$ cat config.mk
export PLATFORM = sky130hd
export DESIGN_NAME = melody_sequencer_flat
export DESIGN_NICKNAME = d
export VERILOG_FILES = /design/src/rtl/melody_pkg.sv /design/src/rtl/melody_sequencer_if.sv /design/src/rtl/melody_rom.sv /design/src/rtl/melody_sequencer.sv /design/src/flat_wrapper.sv
export SDC_FILE = /design/constraint.sdc
export NUM_CORES = 1
export LEC_CHECK = 0
export CORE_ASPECT_RATIO = 1.75
export CORE_MARGIN = 2
export CORE_UTILIZATION = 55
export DETAILED_ROUTE_END_ITERATION = 6
export PLACE_DENSITY_LB_ADDON = 0.25
export SETUP_SLACK_MARGIN = 0.02
export SLEW_MARGIN = 10
export SYNTH_ARGS = -nofsm -noshare
export SYNTH_HDL_FRONTEND = slang
export SYNTH_SLANG_ARGS = --single-unit
$ cat constraint.sdc
create_clock -name clk -period 3.75 [get_ports clk]
set_clock_uncertainty 0.2 [all_clocks]
set_input_delay 0.5625 -clock clk [delete_from_list [all_inputs] [get_ports clk]]
set_output_delay 0.5625 -clock clk [all_outputs]
set_load 0.01 [all_outputs]
$ cat src/rtl/melody_pkg.sv
// Shared types, note-code constants and the default melody table for the melody sequencer.
package melody_pkg;

  localparam int unsigned MELODY_LEN = 20;
  localparam int unsigned CODE_W     = 4;
  localparam int unsigned DUR_W      = 4;
  localparam int unsigned PITCH_W    = 5;
  localparam int unsigned IDX_W      = 5;

  typedef logic [CODE_W-1:0]  note_code_t;
  typedef logic [DUR_W-1:0]   dur_t;
  typedef logic [PITCH_W-1:0] pitch_t;
  typedef logic [IDX_W-1:0]   idx_t;

  typedef struct packed {
    note_code_t code;
    dur_t       dur;
  } note_entry_t;

  typedef note_entry_t [0:MELODY_LEN-1] melody_t;

  typedef enum logic [1:0] {
    ST_IDLE = 2'd0,
    ST_PLAY = 2'd1,
    ST_GAP  = 2'd2
  } state_e;

  localparam note_code_t NOTE_D     = 4'd0;
  localparam note_code_t NOTE_E     = 4'd1;
  localparam note_code_t NOTE_FIS   = 4'd2;
  localparam note_code_t NOTE_G     = 4'd3;
  localparam note_code_t NOTE_A     = 4'd4;
  localparam note_code_t NOTE_B     = 4'd5;
  localparam note_code_t NOTE_C     = 4'd6;
  localparam note_code_t NOTE_DHIGH = 4'd7;
  localparam note_code_t NOTE_REST  = 4'd8;

  // Every code from REST upward is silent.
  function automatic logic is_rest_code(input note_code_t code);
    return (code >= NOTE_REST);
  endfunction

  function automatic pitch_t code_to_maxval(input note_code_t code);
    pitch_t m;
    m = '0;
    case (code)
      NOTE_D:     m = 5'd27;
      NOTE_E:     m = 5'd24;
      NOTE_FIS:   m = 5'd21;
      NOTE_G:     m = 5'd20;
      NOTE_A:     m = 5'd18;
      NOTE_B:     m = 5'd16;
      NOTE_C:     m = 5'd15;
      NOTE_DHIGH: m = 5'd13;
      default:    m = '0;
    endcase
    return m;
  endfunction

  localparam melody_t DEFAULT_MELODY = '{
    '{NOTE_D,     4'd4}, '{NOTE_G,     4'd4}, '{NOTE_G,     4'd2}, '{NOTE_A,     4'd2},
    '{NOTE_B,     4'd4}, '{NOTE_G,     4'd4}, '{NOTE_DHIGH, 4'd8}, '{NOTE_B,     4'd6},
    '{NOTE_B,     4'd2}, '{NOTE_C,     4'd4}, '{NOTE_DHIGH, 4'd2}, '{NOTE_C,     4'd2},
    '{NOTE_B,     4'd2}, '{NOTE_C,     4'd2}, '{NOTE_DHIGH, 4'd4}, '{NOTE_A,     4'd2},
    '{NOTE_G,     4'd2}, '{NOTE_A,     4'd2}, '{NOTE_B,     4'd2}, '{NOTE_A,     4'd4}
  };

endpackage

$ cat src/rtl/melody_sequencer_if.sv
// Control/status bundle between a playback controller and the melody sequencer.
interface melody_sequencer_if;
  import melody_pkg::*;

  logic   start;
  logic   stop;
  logic   loop_en;
  pitch_t pitch_maxval;
  logic   tone_en;
  idx_t   note_idx;
  logic   note_start;
  logic   busy;
  logic   done;

  modport master (
    output start, stop, loop_en,
    input  pitch_maxval, tone_en, note_idx, note_start, busy, done
  );

  modport slave (
    input  start, stop, loop_en,
    output pitch_maxval, tone_en, note_idx, note_start, busy, done
  );

endinterface

$ cat src/rtl/melody_rom.sv
// Combinational melody table lookup: index -> divider value, rest flag, duration (0 clamped to 1).
module melody_rom
  import melody_pkg::*;
#(
  parameter int unsigned N_NOTES = MELODY_LEN,
  parameter note_entry_t [0:N_NOTES-1] MELODY = DEFAULT_MELODY
) (
  input  idx_t   idx_i,
  output pitch_t pitch_maxval_c_o,
  output logic   is_rest_c_o,
  output dur_t   dur_units_c_o
);

  note_entry_t entry_c;

  always_comb begin
    entry_c = MELODY[0];
    if (32'(idx_i) < N_NOTES) begin
      entry_c = MELODY[idx_i];
    end
  end

  assign pitch_maxval_c_o = code_to_maxval(entry_c.code);
  assign is_rest_c_o      = is_rest_code(entry_c.code);
  assign dur_units_c_o    = (entry_c.dur == '0) ? DUR_W'(1) : entry_c.dur;

endmodule

$ cat src/rtl/melody_sequencer.sv
// Tempo-timed melody sequencer: walks the note table and drives the sine divider value and tone gate.
module melody_sequencer
  import melody_pkg::*;
#(
  parameter int unsigned N_NOTES      = MELODY_LEN,
  parameter int unsigned TICK_MAXVAL  = 125,
  parameter int unsigned UNIT_SAMPLES = 2000,
  parameter int unsigned GAP_SAMPLES  = 200,
  parameter int unsigned CNT_W        = 14,
  parameter note_entry_t [0:N_NOTES-1] MELODY = DEFAULT_MELODY
) (
  input  logic clk,
  input  logic reset,
  melody_sequencer_if.slave seq
);

  localparam int unsigned TICK_W = (TICK_MAXVAL > 1) ? $clog2(TICK_MAXVAL) : 1;
  localparam logic [TICK_W-1:0] TICK_LAST = TICK_W'(TICK_MAXVAL - 1);
  localparam logic [CNT_W-1:0]  GAP_LAST  = CNT_W'(GAP_SAMPLES - 1);
  localparam idx_t              LAST_IDX  = IDX_W'(N_NOTES - 1);

  state_e            state_q, state_d;
  logic [TICK_W-1:0] div_q, div_d;
  logic [CNT_W-1:0]  cnt_q, cnt_d;
  idx_t              idx_q, idx_d;
  pitch_t            pitch_q, pitch_d;
  logic              tone_q, tone_d;
  logic              nstart_q, nstart_d;
  logic              busy_q, busy_d;
  logic              done_q, done_d;
  dur_t              dur_q, dur_d;
  logic              rest_q, rest_d;

  logic              tick_c;
  logic              last_note_c;
  logic              load_c;
  idx_t              next_idx_c;
  idx_t              rom_idx_c;
  logic [CNT_W-1:0]  play_last_c;
  pitch_t            rom_pitch_c;
  logic              rom_rest_c;
  dur_t              rom_dur_c;

  assign tick_c      = (state_q != ST_IDLE) && (div_q == TICK_LAST);
  assign last_note_c = (idx_q == LAST_IDX);
  assign next_idx_c  = last_note_c ? '0 : idx_q + IDX_W'(1);
  assign rom_idx_c   = (state_q == ST_IDLE) ? '0 : next_idx_c;
  // Sounding part of a note ends GAP_SAMPLES before its full length.
  assign play_last_c = CNT_W'(32'(dur_q) * UNIT_SAMPLES - GAP_SAMPLES - 1);

  melody_rom #(
    .N_NOTES (N_NOTES),
    .MELODY  (MELODY)
  ) u_rom (
    .idx_i            (rom_idx_c),
    .pitch_maxval_c_o (rom_pitch_c),
    .is_rest_c_o      (rom_rest_c),
    .dur_units_c_o    (rom_dur_c)
  );

  // Sample-tick divider: free-runs while busy, held at zero in IDLE.
  always_comb begin
    div_d = '0;
    if ((state_q != ST_IDLE) && !seq.stop) begin
      div_d = tick_c ? '0 : div_q + TICK_W'(1);
    end
  end

  always_comb begin
    state_d  = state_q;
    cnt_d    = cnt_q;
    idx_d    = idx_q;
    pitch_d  = pitch_q;
    tone_d   = tone_q;
    nstart_d = 1'b0;
    busy_d   = busy_q;
    done_d   = 1'b0;
    dur_d    = dur_q;
    rest_d   = rest_q;
    load_c   = 1'b0;

    case (state_q)
      ST_IDLE: begin
        tone_d = 1'b0;
        busy_d = 1'b0;
        idx_d  = '0;
        cnt_d  = '0;
        if (seq.start && !seq.stop) begin
          state_d = ST_PLAY;
          load_c  = 1'b1;
        end
      end

      ST_PLAY: begin
        if (seq.stop) begin
          state_d = ST_IDLE;
        end else if (tick_c) begin
          if (cnt_q == play_last_c) begin
            state_d = ST_GAP;
            cnt_d   = '0;
            tone_d  = 1'b0;
          end else begin
            cnt_d = cnt_q + CNT_W'(1);
          end
        end
      end

      ST_GAP: begin
        if (seq.stop) begin
          state_d = ST_IDLE;
        end else if (tick_c) begin
          if (cnt_q == GAP_LAST) begin
            if (!last_note_c || seq.loop_en) begin
              state_d = ST_PLAY;
              load_c  = 1'b1;
            end else begin
              state_d = ST_IDLE;
              done_d  = 1'b1;
              busy_d  = 1'b0;
              idx_d   = '0;
              cnt_d   = '0;
            end
          end else begin
            cnt_d = cnt_q + CNT_W'(1);
          end
        end
      end

      default: begin
        state_d = ST_IDLE;
      end
    endcase

    // Abort: silence and rewind immediately, no done pulse.
    if ((state_q != ST_IDLE) && seq.stop) begin
      tone_d = 1'b0;
      busy_d = 1'b0;
      idx_d  = '0;
      cnt_d  = '0;
    end

    if (load_c) begin
      idx_d    = rom_idx_c;
      cnt_d    = '0;
      nstart_d = 1'b1;
      busy_d   = 1'b1;
      dur_d    = rom_dur_c;
      rest_d   = rom_rest_c;
      tone_d   = !rom_rest_c;
      if (!rom_rest_c) begin
        pitch_d = rom_pitch_c;
      end
    end
  end

  always_ff @(posedge clk) begin
    if (reset) begin
      state_q  <= ST_IDLE;
      div_q    <= '0;
      cnt_q    <= '0;
      idx_q    <= '0;
      pitch_q  <= '0;
      tone_q   <= 1'b0;
      nstart_q <= 1'b0;
      busy_q   <= 1'b0;
      done_q   <= 1'b0;
      dur_q    <= '0;
      rest_q   <= 1'b0;
    end else begin
      state_q  <= state_d;
      div_q    <= div_d;
      cnt_q    <= cnt_d;
      idx_q    <= idx_d;
      pitch_q  <= pitch_d;
      tone_q   <= tone_d;
      nstart_q <= nstart_d;
      busy_q   <= busy_d;
      done_q   <= done_d;
      dur_q    <= dur_d;
      rest_q   <= rest_d;
    end
  end

  assign seq.pitch_maxval = pitch_q;
  assign seq.tone_en      = tone_q;
  assign seq.note_idx     = idx_q;
  assign seq.note_start   = nstart_q;
  assign seq.busy         = busy_q;
  assign seq.done         = done_q;

endmodule

$ cat src/flat_wrapper.sv
// flat-port wrapper written by rule: the top's interface ports become plain ports
module melody_sequencer_flat import melody_pkg::*;
#(
  parameter int unsigned N_NOTES      = MELODY_LEN,
  parameter int unsigned TICK_MAXVAL  = 125,
  parameter int unsigned UNIT_SAMPLES = 2000,
  parameter int unsigned GAP_SAMPLES  = 200,
  parameter int unsigned CNT_W        = 14,
  parameter note_entry_t [0:N_NOTES-1] MELODY = DEFAULT_MELODY
)
  (clk, reset, seq_start, seq_stop, seq_loop_en, seq_pitch_maxval, seq_tone_en, seq_note_idx, seq_note_start, seq_busy, seq_done);
  melody_sequencer_if seq_i ();
  input  logic clk;
  input  logic reset;
  input wire logic [$bits(seq_i.start)-1:0] seq_start;
  input wire logic [$bits(seq_i.stop)-1:0] seq_stop;
  input wire logic [$bits(seq_i.loop_en)-1:0] seq_loop_en;
  output wire logic [$bits(seq_i.pitch_maxval)-1:0] seq_pitch_maxval;
  output wire logic [$bits(seq_i.tone_en)-1:0] seq_tone_en;
  output wire logic [$bits(seq_i.note_idx)-1:0] seq_note_idx;
  output wire logic [$bits(seq_i.note_start)-1:0] seq_note_start;
  output wire logic [$bits(seq_i.busy)-1:0] seq_busy;
  output wire logic [$bits(seq_i.done)-1:0] seq_done;
  assign seq_i.start = seq_start;
  assign seq_i.stop = seq_stop;
  assign seq_i.loop_en = seq_loop_en;
  assign seq_pitch_maxval = seq_i.pitch_maxval;
  assign seq_tone_en = seq_i.tone_en;
  assign seq_note_idx = seq_i.note_idx;
  assign seq_note_start = seq_i.note_start;
  assign seq_busy = seq_i.busy;
  assign seq_done = seq_i.done;
  melody_sequencer #(.N_NOTES(N_NOTES), .TICK_MAXVAL(TICK_MAXVAL), .UNIT_SAMPLES(UNIT_SAMPLES), .GAP_SAMPLES(GAP_SAMPLES), .CNT_W(CNT_W), .MELODY(MELODY)) u_core (.clk(clk), .reset(reset), .seq(seq_i));
endmodule
==> results.tsv, run 1 <==
stage	metric	value	unit
finish	post-route cell area	0.00383	mm^2
outcome	failing checks	setup timing	
global_route	antenna violations before repair	0	
sta	final worst slack	-0.0451	ns
finish	share of layout cells above drive strength 1	17.2	%
cts	Worst-Skew Late Latency	0.29	ns
critical_path	Max FO, Critical Path	5	
die	die height	105	um
critical_path	Worst path max stage delay	0.53	ns
global_route	M1 GR Usage	28.2	%
yosys	EDFF count, synth	0	
die	Placement Rows	36	
min_path	hold depth	2	
detailed_routing	WL final	7590	um
global_route	GRT overflow	0	
pwr	maximum VDD drop	294	uV
critical_path	WP data required	3.77	ns
min_path	Hold Path Class	reg2reg	
critical_path	Worst Path Buf+Inv	3	
placed_design	placed cells	488	
sta	endpoints failing hold	0	
critical_path	Reg2Reg Depth	14	
sta	Max Fclk	263	MHz
yosys	Syn Area/Cell	8.11	um^2
yosys	synthesized area	0.00321	mm^2
yosys	Top FF cell, synth	dfxtp_1	
global_route	first-pass GRT wire length	12500	um
critical_path	r2r startpoint	u_core.dur_q[1]	
cts	CTS tree	done	
finish	Inserted Diodes	0	
yosys	Post-Synthesis Net Count	436	
pwr	pwr/cell area	377	mW/mm^2
global_route	GRT busiest layer	met2	
critical_path	most used cell, CP	inv_2	
detailed_routing	Iter 0 DRT Violations	188	
detailed_routing	Vias/cell	5.77	
yosys	post-synthesis register bit count	41	
yosys	number of distinct library cells after synthesis	67	
critical_path	Setup crit start kind	flip-flop	
die	die footprint	0.00649	mm^2
finish	Syn-to-layout area delta	19.3	%
min_path	hold_sp	u_core.seq.pitch_maxval[1]	
sta	Final Cycle Share	101	%
detailed_routing	post-route ant nets	0	
yosys	synth warn	0	
critical_path	CP arrival	3.81	ns
die	Core Area	0.00559	mm^2
detailed_routing	number of remaining DRC errors	0	
sta	setup violators final	8	
placed_design	port bufs	18	
critical_path	crit path from	u_core.dur_q[1]	
flow_run	max_cap viols	0	
sta	Final Max Tran Viols	0	
placed_design	post-DP HPWL	5560	um
die	Die Wd	61.8	um
placed_design	post-place instance area	0.00354	mm^2
sta	slew margin rel.	41.4	%
placed_design	Setup WS pre-CTS	-0.0500	ns
finish	non-filler cells, final	506	
die	Initial Util	57.5	%
global_route	largest net degree at the start of global routing	22	
finish	fin nets	469	
yosys	asr flop ratio synth	0	%
critical_path	Slowest cell on crit path	fa_1	
yosys	Seq/Total Area, Yosys	25.5	%
detailed_routing	via count	2921	
critical_path	reg2reg setup slack	-0.05	ns
critical_path	Worst path top cell family by delay	adder cells	
detailed_routing	DR WL/cell	15.0	um
sta	worst-margin pin slew	0.874	ns
sta	RSZ-0062 raised after global routing	true	
global_route	vias in the first global route	2760	
pwr	leakage	1.45	nW
cts	CTS sink count	41	
cts	Num CTS Buffers	5	
cts	CTS Buffer Depth	2	
finish	most frequent cells in the layout	43 x nor2_1, 38 x dfxtp_1, 37 x nand2_1	
cts	htree depth	2	
global_route	gr usage total	24.6	%
cts	Root Buffer	clkbuf_8	
global_route	met3 global-route usage	2.23	%
die	Boundary Pins	19	
finish	most common cell after layout, fill and taps aside	nor2_1	
sta	Sum Neg Setup Slack	-0.105	ns
critical_path	sequence of cells on the critical path	inv_2, fa_2, fa_1, inv_2, ha_4, xor2_2, or4_4, o211a_1, o2111ai_4, buf_4, nor3_2, a21o_1, a211o_1, o21ai_0	
cts	Worst-path clk slew	0.08	ns
critical_path	critical path class	reg2reg	
yosys	post-synthesis cell count	396	
detailed_routing	TritonRoute pass-1 iters	5	
placed_design	GP Congestion	0.908	
global_route	GR Util met2	44.1	%
critical_path	WP depth	14	
sta	Period minus WS final	3.80	ns
critical_path	Crit. End Element	flip-flop	
outcome	status	finished, violations left	
where the power goes:
part / internal (mW) / switching (mW) / total (mW)
combinational: 0.234 / 0.356 / 0.590
clock: 0.217 / 0.157 / 0.375
sequential: 0.459 / 0.0212 / 0.480
metal layers:
layer  wire length (um)  vias to the layer above
li1                   -                     1448
met1               2870                     1370
met2               4270                       86
met3                233                       17
met4                218                        0
met5                  0                        -
per-stage QoR:
step / power [mW] / utilization, % / hold slack, ns
after detailed placement: 1.02 / 63.5 / 0.249
after floorplan: 0.875 / - / 0.230
after global placement: 1.02 / 63.5 / 0.244
after CTS: 1.43 / 67.3 / 0.264
final: 1.45 / 68.6 / 0.260
after global routing: 1.53 / 68.6 / 0.282
synth_stat cells, drive strengths merged, types with 2 or more instances:
cell     number  share of area [%]
nand3        12                1.9
o211ai        2               0.47
a211oi       10                2.6
and3          2               0.39
or2           3               0.58
or4           2               0.58
nor4          9                1.8
or3           2               0.55
nor3         14                2.5
nand4         5               0.97
buf           5               0.82
a21oi        18                3.6
o2111ai       2               0.74
xnor2        21                5.7
clkbuf       11                1.3
fa            7                4.4
a22oi         5                1.2
ha           28                 11
xor2          7                1.9
o21a          4               0.93
nand2        39                4.6
and3b         3               0.82
a31oi         6                1.2
o21ai        19                3.0
o211a         3               0.93
a211o         2               0.55
dfxtp        41                 26
nor3b         3               0.70
o31ai         2               0.47
nor2b         7                1.4
nand2b        2               0.39
inv          31                3.6
o21bai        2               0.82
nor2         44                5.1
mux2i         2               0.62
a21o          4                1.2
cell type report:
type | instances | area, um^2
inverters | 31 | 116
fillers | 479 | 1750
clock inverters | 2 | 36.3
well taps | 76 | 95.1
flip-flops and latches | 41 | 827
multi-input cells | 309 | 2320
repair buffers | 41 | 353
clock buffers | 6 | 82.6
flip-flops by register name, summed over array words and instances, names as in the netlist:
name	cells
u_core.state_q	2
u_core.dur_q	4
u_core.seq.note_idx	5
u_core.seq.tone_en	1
u_core.cnt_q	14
u_core.seq.note_start	1
u_core.seq.busy	1
u_core.div_q	7
u_core.seq.done	1
u_core.seq.pitch_maxval	5
what timing repair did:
item,CTS,global route
buffers inserted,5,4
cloned,1,0
setup endpoints to repair,16,17
resized for setup,10,9
hold endpoints to repair,0,0
pin swaps,7,10
hold buffers,0,0
worst min-delay path, cell delays in order, from the launching register on:
cell	delay, ns
dfxtp_1	0.32
nand2_1	0.05
a21oi_1	0.05
kinds of logic (layout without fill, tap and decap cells):
kind of cell | count (synthesis) | after routing | share of synthesized area [%]
AO/OA/AOI/OAI | 88 | 89 | 20.2
AND/OR/NAND/NOR | 154 | 154 | 24.3
multiplexers | 2 | 2 | 0.623
XOR/XNOR | 29 | 29 | 8.33
flip-flops | 41 | 41 | 25.5
adder cells (fa/ha/maj) | 35 | 35 | 15.3
buffers and inverters | 47 | 80 | 5.76
path summary, 6_finish.rpt:
check                                                  end
worst min register to register  u_core.seq.pitch_maxval[1]
worst max-delay path                     u_core.state_q[0]
worst max register to register           u_core.state_q[0]
worst min-delay path            u_core.seq.pitch_maxval[1]
Note: power is estimated with default switching activity, not from simulation.
==> run 2, diff against run 1 <==
--- a/config.mk
+++ b/config.mk
@@ -7,9 +7,10 @@
 export LEC_CHECK = 0
 export CORE_ASPECT_RATIO = 1.75
 export CORE_MARGIN = 2
-export CORE_UTILIZATION = 55
+export CORE_UTILIZATION = 65
 export DETAILED_ROUTE_END_ITERATION = 6
 export PLACE_DENSITY_LB_ADDON = 0.25
+export RECOVER_POWER = 100
 export SETUP_SLACK_MARGIN = 0.02
 export SLEW_MARGIN = 10
 export SYNTH_ARGS = -nofsm -noshare
==> constraint.sdc (replaced) <==
create_clock -name clk -period 4.4 [get_ports clk]
set_clock_uncertainty 0.2 [all_clocks]
set_input_delay 0.66 -clock clk [delete_from_list [all_inputs] [get_ports clk]]
set_output_delay 0.66 -clock clk [all_outputs]
set_load 0.01 [all_outputs]
==> run 2 against run 1 <==
The flow now finishes without violations; sequential share of layout area increased by 1.9 points; via count decreased by 2.2%; first-iteration DRC count decreased by 36%; register-to-register slack better by 0.28 ns; cell count is 8.9% lower; worst hold slack worse by 0.0010 ns; maximum frequency decreased by 8.8%; clock power down 20%; setup slack improved by 0.28 ns; non-clock buffer count shrank 19; sequential power decreased by 15%; critical path type unchanged; largest power group unchanged; highest routed layer unchanged.
==> results.tsv, run 2 (synthesis results as in run 1) <==
stage	metric	value	unit	change
outcome	status	complete, no violations		
critical_path	Slowest cell on crit path	fa_1		
global_route	vias in the first global route	2903		+5.2%
critical_path	CP arrival	4.14	ns	+0.33 ns
global_route	largest net degree at the start of global routing	24		+9.1%
detailed_routing	post-route ant nets	0		unchanged
pwr	switching power	0.427	mW	-20%
finish	Sequential cell area	821	um^2	-0.76%
critical_path	Crit. End Element	flip-flop		
die	die height	97.0	um	-7.7%
cts	CTS tree	done		
cts	CTS Buffer Depth	2		unchanged
die	Boundary Pins	19		unchanged
detailed_routing	Iter 0 DRT Violations	121		-36%
global_route	M1 GR Usage	28.1	%	-0.16 points
global_route	GRT overflow	0		unchanged
detailed_routing	WL final	7240	um	-4.6%
detailed_routing	via count	2857		-2.2%
pwr	pwr/cell area	328	mW/mm^2	-13%
die	Placement Rows	33		-8.3%
finish	Largest regs	u_core.cnt_q x14, u_core.div_q x7		
cts	CTS sink count	41		unchanged
detailed_routing	number of remaining DRC errors	0		unchanged
critical_path	sequence of cells on the critical path	inv_2, fa_2, fa_1, inv_1, ha_1, xor2_1, or4_4, a211oi_2, o2111ai_2, nor3_1, a21oi_2, o21bai_4, nor2_1		
critical_path	Max FO, Critical Path	10		+5
sta	setup violators final	0		-8
sta	RSZ-0062 raised after global routing	false		
finish	post-route cell area	0.00350	mm^2	-8.8%
placed_design	post-place instance area	0.00342	mm^2	-3.5%
detailed_routing	DR WL/cell	15.7	um	+4.8%
critical_path	Worst path max stage delay	0.53	ns	about the same
finish	share of layout cells above drive strength 1	7.58	%	-9.6 points
cts	Worst-Skew Late Latency	0.29	ns	about the same
sta	Period minus WS final	4.16	ns	+0.366 ns
finish	area used by multi-input combinational logic	0.00218	mm^2	-6.1%
placed_design	GP Congestion	0.897		-1.2%
finish	Reg with most FFs	u_core.cnt_q		
placed_design	port bufs	18		unchanged
sta	endpoints failing hold	0		unchanged
global_route	gr usage total	27.6	%	+3.0 points
global_route	GR Util met2	52.4	%	+8.4 points
global_route	first-pass GRT wire length	12500	um	-0.28%
critical_path	Setup crit start kind	flip-flop		
sta	Sum Neg Setup Slack	0	ns	+0.105 ns
die	Core Area	0.00471	mm^2	-16%
pwr	maximum VDD drop	380	uV	+29%
critical_path	WP data required	4.38	ns	+0.61 ns
placed_design	post-DP HPWL	5460	um	-1.9%
finish	max FFs per register	14		unchanged
detailed_routing	Vias/cell	6.20		+7.4%
cts	Post-CTS Setup Bufs	0		-5
pwr	clock power share	26.0	%	about the same
die	Initial Util	68.3	%	+11 points
sta	worst-margin pin slew	1.41	ns	+0.532 ns
pwr	Net Sw Frac	37.2	%	+0.22 points
sta	Final Cycle Share	94.6	%	-6.6 points
die	die footprint	0.00554	mm^2	-15%
pwr	internal power	0.721	mW	-21%
finish	Syn-to-layout area delta	8.84	%	
die	Die Wd	57.1	um	-7.5%
global_route	met3 global-route usage	3.88	%	+1.6 points
sta	slew margin rel.	6.23	%	-35 points
cts	Root Buffer	clkbuf_8		
pwr	Comb power frac	38.3	%	-2.5 points
cts	Num CTS Buffers	5		unchanged
finish	most common cell after layout, fill and taps aside	nor2_1		
cts	htree depth	2		unchanged
critical_path	Worst path top cell family by delay	adder cells		
pwr	Reg power frac	35.7	%	+2.5 points
min_path	Hold Path Class	reg2reg		
critical_path	Worst Path Buf+Inv	2		-1
global_route	antenna violations before repair	0		unchanged
finish	most frequent cells in the layout	44 x nor2_1, 41 x dfxtp_1, 38 x nand2_1		
sta	Final Max Tran Viols	0		unchanged
global_route	GRT busiest layer	met2		
flow_run	max_cap viols	0		unchanged
detailed_routing	TritonRoute pass-1 iters	5		unchanged
critical_path	critical path class	reg2reg		
cts	Worst-path clk slew	0.08	ns	about the same
finish	Fill cells	381		-20%
pwr	leakage	1.38	nW	-4.7%
finish	Inserted Diodes	0		unchanged
finish	fin nets	449		-4.3%
pwr	total power	1.15	mW	-21%
sta	Max Fclk	240	MHz	-8.8%
==> run 2: final cells by class <==
type / instances / share of cell area, %
Multi-Input combinational cell: 308 / 62.4
Sequential cell: 41 / 23.5
Timing Repair Buffer: 22 / 6.01
Inverter: 31 / 3.33
Clock buffer: 5 / 1.97
Tap cell: 52 / 1.86
Clock inverter: 2 / 1.00
==> run 2: worst min-delay path: cells and delay by family, from the launching register on <==
family / cells / cell delay [ns]
flops: 1 / 0.31
simple gates: 1 / 0.05
compound gates: 1 / 0.05
==> run 2: routing by layer <==
layer  up-vias  share of wire, %
li1       1416                 -
met1      1339                39
met2        79                55
met3        23               3.6
met4         0               3.2
met5         -                 0
==> run 2: repair_timing <==
| item | CTS | global route |
|---|---|---|
| gates resized for setup | 0 | 2 |
| hold buffers | 0 | 0 |
| setup endpoints to repair | 0 | 7 |
==> run 2: power by group through the flow <==
| stage | clock [mW] | sequential (mW) | combinational [mW] |
|---|---|---|---|
| 2_1_floorplan | 0 | 0.420 | 0.324 |
| 3_3_place_gp | 0 | 0.417 | 0.435 |
| 3_5_place_dp | 0 | 0.418 | 0.446 |
| 4_1_cts | 0.301 | 0.409 | 0.450 |
| 5_1_grt | 0.319 | 0.412 | 0.489 |
| 6_report | 0.299 | 0.409 | 0.440 |
==> run 2: stage by stage <==
stage | util (%) | hold slack [ns] | setup WS, ns | cells
floorplan | - | 0.230 | 0.361 | 396
global placement | 72.6 | 0.243 | 0.357 | 454
detailed placement | 72.6 | 0.250 | 0.206 | 454
CTS | 74.9 | 0.267 | 0.195 | 461
global route | 74.3 | 0.289 | 0.0477 | 461
finish | 74.3 | 0.259 | 0.239 | 461
==> run 2: worst paths after layout <==
path,start,end,depth (start not counted),slack [ns]
setup / recovery,u_core.dur_q[2],u_core.cnt_q[10],13,0.24
hold / removal,u_core.seq.pitch_maxval[1],u_core.seq.pitch_maxval[1],2,0.26
setup reg to reg,u_core.dur_q[2],u_core.cnt_q[10],13,0.24
hold reg to reg,u_core.seq.pitch_maxval[1],u_core.seq.pitch_maxval[1],2,0.26
==> run 3, diff against run 2 <==
--- a/config.mk
+++ b/config.mk
@@ -5,7 +5,7 @@
 export SDC_FILE = /design/constraint.sdc
 export NUM_CORES = 1
 export LEC_CHECK = 0
-export CORE_ASPECT_RATIO = 1.75
+export CORE_ASPECT_RATIO = 0.7
 export CORE_MARGIN = 2
 export CORE_UTILIZATION = 65
 export DETAILED_ROUTE_END_ITERATION = 6
==> run 3 against run 2 <==
Setup slack got worse by 0.014 ns; clock power rose by 6.7%; critical path depth did not move; largest cell class unchanged; highest routed layer unchanged.
==> results.tsv, run 3 (synthesis results as in run 1) <==
stage	metric	value	unit	change
critical_path	r2r startpoint	u_core.dur_q[3]		
sta	Final Cycle Share	94.9	%	+0.33 points
min_path	hold_sp	u_core.seq.pitch_maxval[1]		
pwr	pwr/cell area	332	mW/mm^2	+1.1%
finish	Syn-to-layout area delta	9.81	%	
finish	Sequential cell area	821	um^2	unchanged
critical_path	critical path class	reg2reg		
pwr	maximum VDD drop	326	uV	-14%
die	Die Wd	88.0	um	+54%
global_route	first-pass GRT wire length	12300	um	-1.8%
critical_path	WP data required	4.39	ns	about the same
die	die height	62.8	um	-35%
cts	Root Buffer	clkbuf_8		
cts	Num CTS Buffers	5		unchanged
finish	most frequent cells in the layout	44 x nor2_1, 41 x dfxtp_1, 38 x nand2_1		
detailed_routing	DR WL/cell	15.2	um	-3.1%
finish	most common cell after layout, fill and taps aside	nor2_1		
critical_path	Setup crit start kind	flip-flop		
sta	Sum Neg Setup Slack	0	ns	unchanged
finish	Reg with most FFs	u_core.cnt_q		
min_path	hold worst-path end	u_core.seq.pitch_maxval[1]		
detailed_routing	post-route ant nets	0		unchanged
finish	Fill cells	363		-4.7%
critical_path	Reg2Reg Depth	13		unchanged
cts	Worst-Skew Late Latency	0.30	ns	about the same
critical_path	CP arrival	4.17	ns	+0.03 ns
sta	setup violators final	0		unchanged
flow_run	max_cap viols	0		unchanged
detailed_routing	TritonRoute pass-1 iters	5		unchanged
detailed_routing	WL final	7280	um	+0.50%
critical_path	Max FO, Critical Path	10		unchanged
critical_path	crit path from	u_core.dur_q[3]		
sta	endpoints failing hold	0		unchanged
critical_path	reg2reg setup slack	0.22	ns	about the same
sta	worst-margin pin slew	1.39	ns	-0.0133 ns
cts	Worst-path clk slew	0.08	ns	about the same
cts	CTS sink count	41		unchanged
detailed_routing	Iter 0 DRT Violations	301		+150%
pwr	leakage	1.38	nW	about the same
die	Boundary Pins	19		unchanged
cts	CTS Buffer Depth	2		unchanged
critical_path	Crit. End Element	flip-flop		
detailed_routing	number of remaining DRC errors	0		unchanged
pwr	total power	1.17	mW	+2.0%
placed_design	post-DP HPWL	5250	um	-3.7%
cts	Post-CTS Setup Bufs	0		unchanged
sta	slew margin rel.	7.12	%	+0.89 points
global_route	vias in the first global route	2707		-6.8%
min_path	Hold Path Class	reg2reg		
global_route	antenna violations before repair	0		unchanged
sta	Max Fclk	240	MHz	-0.34%
detailed_routing	via count	2896		+1.4%
die	Core Area	0.00478	mm^2	+1.6%
cts	CTS tree	done		
placed_design	port bufs	18		unchanged
critical_path	r2r endpoint	u_core.cnt_q[11]		
min_path	hold depth	2		unchanged
global_route	largest net degree at the start of global routing	24		unchanged
finish	share of layout cells above drive strength 1	7.58	%	unchanged
die	Placement Rows	21		-36%
detailed_routing	Vias/cell	6.06		-2.2%
global_route	GRT overflow	0		unchanged
finish	Largest regs	u_core.cnt_q x14, u_core.div_q x7		
global_route	gr usage total	27.7	%	+0.11 points
cts	htree depth	2		unchanged
finish	area used by multi-input combinational logic	0.00219	mm^2	+0.23%
die	Initial Util	67.2	%	-1.1 points
sta	RSZ-0062 raised after global routing	false		
sta	Period minus WS final	4.18	ns	+0.0144 ns
finish	fin nets	448		-0.22%
sta	Final Max Tran Viols	0		unchanged
finish	Inserted Diodes	0		unchanged
die	die footprint	0.00553	mm^2	-0.23%
placed_design	GP Congestion	0.858		-4.4%
finish	max FFs per register	14		unchanged
outcome	status	complete, no violations		
[run 3: cell count changes in the layout (fill, tap and decap cells not counted), sizes merged]
cell	before	now
clkbuf	5	7
clkinv	1	0
buf	4	3
[run 3: how the worst max path moves through the flow]
stage	endpoint	slack, ns	cells after the start
2_1_floorplan	u_core.cnt_q[10]	0.36	13
3_3_place_gp	u_core.cnt_q[13]	0.35	13
3_5_place_dp	u_core.cnt_q[9]	0.22	13
4_1_cts	u_core.cnt_q[11]	0.20	13
5_1_grt	u_core.cnt_q[2]	0.02	13
6_report	u_core.cnt_q[11]	0.22	13
[run 3: power by group]
part	total (mW)	switching, mW	leakage, nW	internal, mW
registers	0.408	0.0166	0.332	0.392
clock network	0.319	0.134	0.0585	0.185
logic	0.443	0.278	0.990	0.165
[run 3: layer usage]
metal  global-route usage, %  vias to the layer above  wire length (um)
met2                    40.6                      125              3160
met3                    5.02                       16               551
met1                    41.2                     1349              3440
met4                    8.52                        0               127
li1                        -                     1406                 -
met5                       0                        -                 0
[run 3: critical path, cell delays in order (launching register included)]
cell	delay [ns]
dfxtp_1	0.42
inv_1	0.11
fa_2	0.47
fa_1	0.53
inv_1	0.04
ha_1	0.33
xor2_1	0.21
or4_4	0.52
a211oi_2	0.25
o2111ai_2	0.20
nor3_2	0.25
a21oi_2	0.17
o21bai_4	0.28
nor2_1	0.09
[run 3: layout make-up]
class	count	share of cell area [%]
multi-input combinational	308	62.0
sequential	41	23.3
timing repair buffer	21	5.74
inverter	31	3.30
clock buffer	7	2.45
tap	69	2.45
clock inverter	1	0.851
[run 3: metrics by stage]
step                      hold WS [ns]  cells  util [%]  setup WS [ns]  instance area (um^2)
after floorplan                  0.230    396         -          0.361                  3210
after global placement           0.239    470      71.8          0.352                  3430
after detailed placement         0.251    470      71.8          0.215                  3430
after CTS                        0.264    478      74.2          0.198                  3550
after global routing             0.282    478      73.8         0.0205                  3530
final                            0.260    478      73.8          0.225                  3530
[run 3: timing repair]
item | 4_1_cts | 5_1_grt
hold buffers | 0 | 0
resized for setup | 0 | 2
setup endpoints to repair | 0 | 8
